## src/rtl/interrupt_unit.sv

```systemverilog
// Interrupt controller: reset sequencing, NMI edge capture, fixed-priority arbitration
// and a request/accept/service handshake with the CPU.
module interrupt_unit #(
    parameter logic [15:0] VEC_BASE = 16'hFFE0,
    parameter int          RST_HOLD = 2
) (
    input  logic        clk,
    input  logic        rst_n,
    input  logic [13:0] IRQ,
    input  logic        NMI,
    input  logic        GIE,
    input  logic        IF,
    input  logic        Br,
    input  logic        VecDone,
    output logic        rst,
    output logic        INTREQ,
    output logic        INTACK,
    output logic [3:0]  IntIdx,
    output logic [15:0] IntAddr
);

    typedef enum logic [1:0] {
        RSTSEQ  = 2'd0,
        IDLE    = 2'd1,
        REQ     = 2'd2,
        SERVICE = 2'd3
    } state_t;

    localparam logic [3:0] NMI_IDX   = 4'd14;
    localparam logic [3:0] RESET_IDX = 4'd15;
    localparam logic [3:0] HOLD_LAST = 4'(RST_HOLD - 1);

    state_t      state_q, state_d;
    logic        rst_q, rst_d;
    logic        intreq_q, intreq_d;
    logic        intack_q, intack_d;
    logic [3:0]  intidx_q, intidx_d;
    logic [3:0]  cnt_q, cnt_d;
    logic        nmi_s_q, nmi_s_d;
    logic        nmi_pend_q, nmi_pend_d;
    logic        nmi_rearm_q, nmi_rearm_d;

    logic        nmi_edge;
    logic [14:0] elig;
    logic        any_elig;
    logic [3:0]  win_idx;

    function automatic logic [3:0] highest(input logic [14:0] e);
        logic [3:0] w;
        w = '0;
        for (int i = 0; i < 15; i++) begin
            if (e[i]) w = 4'(i);
        end
        return w;
    endfunction

    always_comb begin
        nmi_edge = NMI & ~nmi_s_q;
        elig     = {nmi_pend_q, IRQ & {14{GIE}}};
        any_elig = |elig;
        win_idx  = highest(elig);

        state_d     = state_q;
        rst_d       = rst_q;
        intreq_d    = intreq_q;
        intack_d    = 1'b0;
        intidx_d    = intidx_q;
        cnt_d       = cnt_q;
        nmi_s_d     = NMI;
        nmi_pend_d  = nmi_pend_q | nmi_edge;
        nmi_rearm_d = nmi_rearm_q;

        case (state_q)
            RSTSEQ: begin
                rst_d    = 1'b1;
                intreq_d = 1'b0;
                intidx_d = RESET_IDX;
                if (cnt_q == HOLD_LAST) begin
                    state_d = IDLE;
                    rst_d   = 1'b0;
                    cnt_d   = '0;
                end else begin
                    cnt_d = cnt_q + 4'd1;
                end
            end
            IDLE: begin
                if (any_elig) begin
                    intidx_d = win_idx;
                    intreq_d = 1'b1;
                    state_d  = REQ;
                end
            end
            REQ: begin
                // Acceptance beats both withdrawal and upgrade in the same cycle.
                if (IF | Br) begin
                    intreq_d    = 1'b0;
                    state_d     = SERVICE;
                    nmi_rearm_d = nmi_edge && (intidx_q == NMI_IDX);
                end else if (any_elig) begin
                    intidx_d = win_idx;
                end else begin
                    intreq_d = 1'b0;
                    state_d  = IDLE;
                end
            end
            SERVICE: begin
                if (nmi_edge && (intidx_q == NMI_IDX)) nmi_rearm_d = 1'b1;
                if (VecDone) begin
                    intack_d    = 1'b1;
                    state_d     = IDLE;
                    nmi_rearm_d = 1'b0;
                    // An NMI edge seen while its predecessor was in service stays pending.
                    if (intidx_q == NMI_IDX) nmi_pend_d = nmi_rearm_q | nmi_edge;
                end
            end
            default: begin
                state_d = RSTSEQ;
            end
        endcase
    end

    always_ff @(posedge clk) begin
        if (!rst_n) begin
            state_q     <= RSTSEQ;
            rst_q       <= 1'b1;
            intreq_q    <= 1'b0;
            intack_q    <= 1'b0;
            intidx_q    <= RESET_IDX;
            cnt_q       <= '0;
            nmi_s_q     <= 1'b0;
            nmi_pend_q  <= 1'b0;
            nmi_rearm_q <= 1'b0;
        end else begin
            state_q     <= state_d;
            rst_q       <= rst_d;
            intreq_q    <= intreq_d;
            intack_q    <= intack_d;
            intidx_q    <= intidx_d;
            cnt_q       <= cnt_d;
            nmi_s_q     <= nmi_s_d;
            nmi_pend_q  <= nmi_pend_d;
            nmi_rearm_q <= nmi_rearm_d;
        end
    end

    assign rst     = rst_q;
    assign INTREQ  = intreq_q;
    assign INTACK  = intack_q;
    assign IntIdx  = intidx_q;
    assign IntAddr = VEC_BASE + {11'd0, intidx_q, 1'b0};

endmodule

```

## config.mk

```make
export PLATFORM = sky130hd
export DESIGN_NAME = interrupt_unit
export DESIGN_NICKNAME = d
export VERILOG_FILES = /design/src/rtl/interrupt_unit.sv
export SDC_FILE = /design/constraint.sdc
export NUM_CORES = 1
export LEC_CHECK = 0
export ABC_AREA = 1
export CORE_MARGIN = 2
export CORE_UTILIZATION = 44
export DETAILED_ROUTE_END_ITERATION = 16
export GPL_TIMING_DRIVEN = 0
export HOLD_SLACK_MARGIN = 0.05
export PLACE_DENSITY = 0.8
export REMOVE_ABC_BUFFERS = 1
export SLEW_MARGIN = 20
export SYNTH_ARGS = -nofsm -noshare
export SYNTH_HDL_FRONTEND = slang
export SYNTH_SLANG_ARGS = --single-unit
export TNS_END_PERCENT = 10
```

## constraint.sdc

```tcl
create_clock -name clk -period 1.6 [get_ports clk]
set_input_delay 0.16 -clock clk [delete_from_list [all_inputs] [get_ports clk]]
set_output_delay 0.16 -clock clk [all_outputs]
set_load 0.01 [all_outputs]
```

Word-level counts from Yosys, hierarchy flattened
Cells that the tools add are included.
{"block": "totals", "register_bits": 16, "in_bits": 21, "output_inout_bits": 23}
{"block": "classes", "addsub": 2, "n_eq_ne": 12, "muxes": 37, "n_bitwise": 6, "reduce_logical": 10}
{"cell": "$mux 4", "n": 16}
{"cell": "$reduce_or 15->1", "n": 1}
{"cell": "$and 14x14->14", "n": 1}
{"cell": "$mux 1", "n": 12}
{"cell": "$pmux 4 s3", "n": 1}
{"cell": "$mux 2", "n": 5}
{"cell": "$ne 2x2->1 const B", "n": 5}
{"cell": "$pmux 2 s4", "n": 1}
{"cell": "$add 6x6->7 const A", "n": 1}
{"cell": "$ne 3x3->1 const B", "n": 2}
{"cell": "$reduce_and 3->1", "n": 2}
{"cell": "$add 4x1->4 const B", "n": 1}
{"cell": "$eq 2x2->1 const B", "n": 2}
{"cell": "$eq 4x1->1 const B", "n": 1}
{"cell": "$eq 4x4->1 const B", "n": 1}
{"cell": "$reduce_and 2->1", "n": 2}
{"cell": "$reduce_and 4->1", "n": 1}
{"cell": "$or 1x1->1", "n": 3}
{"cell": "$pmux 1 s3", "n": 1}
{"cell": "$reduce_bool 3->1", "n": 1}
{"cell": "$eq 2x1->1 const B", "n": 1}
{"cell": "$logic_not 2->1", "n": 1}
{"cell": "$pmux 1 s2", "n": 1}
{"cell": "$reduce_bool 2->1", "n": 1}
{"cell": "3 further kinds", "n": 3}

Depth between registers and ports, before layout
Gate-level depths: netlist (run 1).
{"block": "depth", "word_depth": 18, "ltp_mapped": 15, "ltp_nobuf": 15}

Worst setup path after synthesis (run 1)
Ideal clock, no wire load.
{"block": "synth_timing", "path_kind": "register to register", "startpoint": "reg state_q[0]", "endpoint": "reg intidx_q[0] (netlist: IntIdx[0])", "arrival_time_ns": 1.283, "t_required_ns": 1.485, "path_slack_ns": 0.202, "stages_incl_launch_ff": 11, "n_path_buf": 0, "period_less_slack_ns": 1.398, "path_cell_list": "dfxtp_1 -> inv_1 -> ha_1 -> inv_1 -> nor2_1 -> nor2_1 -> nand2_4 -> nand2_1 -> nand2_1 -> a21oi_1 -> nand2_1"}
{"block": "synth_between", "elab_chain_len": 3, "elab_cells_between_ends": 7}
{"element": "from (decl)", "line_no": "33", "text": "state_t state_q, state_d;"}
{"element": "from (signal assigned)", "line_no": "134", "text": "state_q <= state_d;"}
{"element": "$eq 2x2->1 (tied with other cells)", "line_no": "73", "text": "case (state_q)"}
{"element": "$ne 2x2->1 (no line) / $reduce_bool 3->1 (equally long branches)"}
{"element": "$reduce_and 2->1 (no line)"}
{"element": "to (signal assigned)", "line_no": "138", "text": "intidx_q <= intidx_d;"}
{"element": "to (decl)", "line_no": "37", "text": "logic [3:0] intidx_q, intidx_d;"}
Parallel ways exist; a longest one is shown, timed or not.
A chain may end at the register's enable or synchronous reset.

Worst setup path in the final report (run 1)
{"block": "layout_timing", "startpoint": "reg state_q[1]", "endpoint": "reg intidx_q[1] (netlist: IntIdx[1])"}
The elaborated chain is that of the path after synthesis.

==> key figures, run 1 <==
Setup path
  • Crit path launch type: register
  • Maximum cell stage delay along the critical path: 0.36 ns
  • CP Capture Type: register
  • Number of buffer and inverter instances along the worst setup path: 2
  • Start of the worst register-to-register path: state_q[1]$_SDFFE_PN0P_
  • Reg-to-reg endpoint: IntIdx[1]$_SDFFE_PN1P_
  • Worst setup slack for register-to-register paths: 0.14 ns
  • Cell seen most often among critical-path stages: sky130_fd_sc_hd__inv_1
  • Cell family with most CP delay: flip-flops
  • Type of the setup path with the least slack: register to register
  • Cell chain of the critical path: inv_1 -> ha_1 -> inv_1 -> or2_2 -> a21oi_1 -> o21ai_1
  • Cell type of the slowest stage on the worst timing path: sky130_fd_sc_hd__dfxtp_1
  • Required time of the critical path: 1.78 ns
  • Arrival time at the worst endpoint: 1.64 ns
  • Worst R2R Path Depth: 6
  • Biggest fanout along the worst timing path: 4

Clock network
  • Clock sinks: 16
  • Clock tree from TritonCTS: built
  • Clock H-tree levels: 1
  • Clk slew on worst S/H paths: 0.09 ns
  • Root cell of the clock tree: sky130_fd_sc_hd__clkbuf_4
  • Later-pin clock latency in the skew report: 0.29 ns
  • TritonCTS Buffers: 3
  • Buffer levels on the longest clock path: 2

Global route
  • Largest net degree at the start of global routing: 15
  • First-pass GRT wire length: 3840 um
  • Total global-route track usage: 0.148
  • Vias in the first global route: 905
  • Antenna violations before repair: 0
  • Total grt overflow: 0

Flow run
  • Max-cap viol count: 0

Timing
  • Worst Clk Skew: 0.00262 ns
  • Min Tclk post-route: 1.46 ns
  • Count of endpoints failing setup in the final report: 0
  • Final-report hold violation count: 0
  • Maximum clock rate: 683 MHz
  • Period utilization: 0.914
  • Final-report max-slew violation count: 0
  • Final-layout worst hold slack: 0.412 ns
  • Post-Route Setup TNS: 0 ns
  • Unrepaired setup endpoints after global routing: no

Drt
  • Average via count per standard cell: 4.54
  • Detailed-router iteration count before antenna repair: 5
  • Number of violations reported at the end of detailed-routing iteration 0: 29
  • Wire length per cell after detailed routing: 8.93 um
  • Number of antenna-violating nets in the routed design: 0
  • WL final: 2120 um
  • Vias after detailed routing: 1076
  • DR DRC count: 0

Placement
  • PortBufs: 31
  • Number of cells after detailed placement: 233
  • Placed wire-length estimate after detailed placement: 1740 um
  • Instance area at placement: 1430 sq um
  • Gpl congestion: 0.798

Power
  • Maximum vdd drop: 1020 uV
  • Net Sw Frac: 0.412
  • Part of the power in the clock network: 0.142
  • PD cells: 1270 nW/um^2
  • Switching power total: 0.000765 W
  • Standby leakage power: 0.715 nW
  • Register share of total power: 0.309
  • Internal Power: 0.00109 W
  • Portion of total power attributed to combinational logic: 0.550

Logic synthesis
  • Sequential share of the synthesized area: 0.271
  • Synthesized-area fraction occupied by adder cells: 0.0530
  • Count of state elements after synthesis: 16
  • Post-Synthesis Cell Area: 1180 sq um
  • Share of the synthesized area in compound gates (AO/OA/AOI/OAI): 0.107
  • Area fraction in and, or, nand and nor cells after synthesis: 0.380
  • Largest family of logic cells by synthesized area: simple AND/OR/NAND/NOR gates
  • Area share of xor/xnor cells in the synthesized design: 0
  • Synth cell types: 28
  • Syn Inst Count: 180
  • Syn Area/Cell: 6.56 sq um
  • Warning count from the yosys run: 0
  • Post-synthesis mux area share: 0

Floorplan
  • Core footprint: 2500 sq um
  • Overall die area: 3110 sq um
  • Die outline height: 55.8 um
  • Chip Width: 55.8 um
  • Initial core utilization: 0.472
  • Number of placed I/O pins: 44
  • Total number of placement rows: 18

Finish
  • Area of the multi-input gates: 686 sq um
  • Antenna Diode Count: 0
  • Core Util, Final: 0.586
  • Synth-to-Final Area Change: 24.0%
  • Seq. cell area: 322 sq um
  • NumNets Final: 234
  • Share of cells above drive strength 1: 0.111
  • Count of filler cells inserted in the layout: 245
  • Cell area after layout: 1470 sq um
  • Post-Layout Cell Count: 237

Worst hold path
  • Worst hold path type: input port to register
  • End of the worst hold path: nmi_s_q$_SDFF_PN0_
  • Hold Crit Depth: 3
  • Hold Startpoint: NMI

Run status
  • Outcome: complete, no violations
==> synth_stat cells (all sizes together) <==
cell	count	share of area
inv	20	0.064
conb	2	0.0064
or2	1	0.0053
clkinv	1	0.0032
dfxtp	16	0.27
a21oi	11	0.047
nand2	57	0.22
a22oi	1	0.0064
nor3b	1	0.0064
nor2	24	0.091
buf	18	0.12
nand4	4	0.021
o31ai	1	0.0064
o21ai	9	0.041
nand3	7	0.034
ha	5	0.053
and3	1	0.0053
a211oi	1	0.0064
==> state kept, by name (all words and copies together), names as in the netlist <==
| signal | count |
|---|---|
| nmi_s_q | 1 |
| cnt_q | 4 |
| rst | 1 |
| INTREQ | 1 |
| INTACK | 1 |
| nmi_rearm_q | 1 |
| nmi_pend_q | 1 |
| state_q | 2 |
| IntIdx | 4 |
==> power groups by stage <==
stage	clock network, W	registers (W)	logic [W]
4_1_cts	0.000272	0.000573	0.00102
3_5_place_dp	0	0.000581	0.00101
3_3_place_gp	0	0.000577	0.000995
6_report	0.000263	0.000573	0.00102
2_1_floorplan	0	0.000610	0.000636
5_1_grt	0.000295	0.000591	0.00115
==> timing repair <==
action | in CTS | in global routing
hold buffers | 0 | 0
setup buffers | 0 | 0
endpoints found under the setup margin | 7 | 4
pin swaps | 0 | 1
resized for setup | 1 | 5
==> per-stage QoR <==
| stage | total power [W] | setup WS, ns |
|---|---|---|
| floorplan | 0.00125 | 0.202 |
| global placement | 0.00157 | -0.499 |
| detailed placement | 0.00160 | -0.490 |
| CTS | 0.00186 | 0.0745 |
| global route | 0.00204 | 0.0409 |
| finish | 0.00186 | 0.137 |
==> worst reg2reg max path, delay by kind of cell (launching register included) <==
kind,cells,cell delay [ns]
compound gates,2,0.19
fa+ha+maj,1,0.36
flops,1,0.36
simple gates,1,0.27
buf+inv,2,0.18
==> how the worst max path moves through the flow <==
| stage | startpoint | to | slack [ns] | cells past startpoint |
|---|---|---|---|---|
| 2_1_floorplan | state_q[0]$_SDFFE_PN0P_ | IntIdx[0]$_SDFFE_PN1P_ | 0.20 | 10 |
| 3_3_place_gp | GIE | IntIdx[0]$_SDFFE_PN1P_ | -0.50 | 11 |
| 3_5_place_dp | GIE | IntIdx[0]$_SDFFE_PN1P_ | -0.49 | 11 |
| 4_1_cts | state_q[0]$_SDFFE_PN0P_ | IntIdx[0]$_SDFFE_PN1P_ | 0.07 | 10 |
| 5_1_grt | state_q[0]$_SDFFE_PN0P_ | IntIdx[0]$_SDFFE_PN1P_ | 0.04 | 10 |
| 6_report | state_q[1]$_SDFFE_PN0P_ | IntIdx[1]$_SDFFE_PN1P_ | 0.14 | 6 |
==> per-layer routing <==
| metal | track usage | part of all wire |
|---|---|---|
| met1 | 0.189 | 0.46 |
| met5 | 0 | 0 |
| met3 | 0.0442 | 0.080 |
| met4 | 0.0204 | 0 |
| met2 | 0.252 | 0.46 |
==> placed cells by master, fill, tap and decap left out, drive strengths merged <==
| cell type | n |
|---|---|
| inv | 20 |
| ha | 5 |
| nor3b | 1 |
| nor2 | 24 |
| a21oi | 11 |
| and3 | 1 |
| nand2 | 57 |
| a211oi | 1 |
| dfxtp | 16 |
| a22oi | 1 |
| nand4 | 4 |
| clkdlybuf4s50 | 30 |
| conb | 12 |
| o21ai | 9 |
| clkinv | 1 |
| o31ai | 1 |
| nand3 | 7 |
| or2 | 1 |
| clkbuf | 5 |
==> cell families after synthesis <==
group	after synthesis
flip-flops	16
AND/OR/NAND/NOR	95
other	2
adder cells (fa/ha/maj)	5
AO/OA/AOI/OAI	23
buffers and inverters	39
==> cell type report <==
type	instances	share of cell area
repair buffers	31	0.208
clock buffers	4	0.0248
multi-input cells	135	0.468
inverters	21	0.0538
flip-flops and latches	16	0.219
well taps	30	0.0256
Note: power is estimated with default switching activity, not from simulation.
==> run 2: changes to the inputs <==
==> constraint.sdc (replaced) <==
create_clock -name clk -period 1.6 [get_ports clk]
set_input_delay 0.16 -clock clk [delete_from_list [all_inputs] [get_ports clk]]
set_output_delay 0.16 -clock clk [all_outputs]
set_load 0.005 [all_outputs]
==> results of run 2 <==
Same layout as run 1 (identical final DEF). Status: complete, no violations.
Main changes from that run: total power 0.00186 W -> 0.00182 W; worst IR drop on VDD 1020 uV -> 998 uV
==> run 3: changes to the inputs <==
- TNS_END_PERCENT: 10 -> default
==> results of run 3 <==
Same layout as run 1 (identical final DEF). Status: complete, no violations.
Main changes from that run: total power 0.00186 W -> 0.00182 W; worst IR drop on VDD 1020 uV -> 998 uV
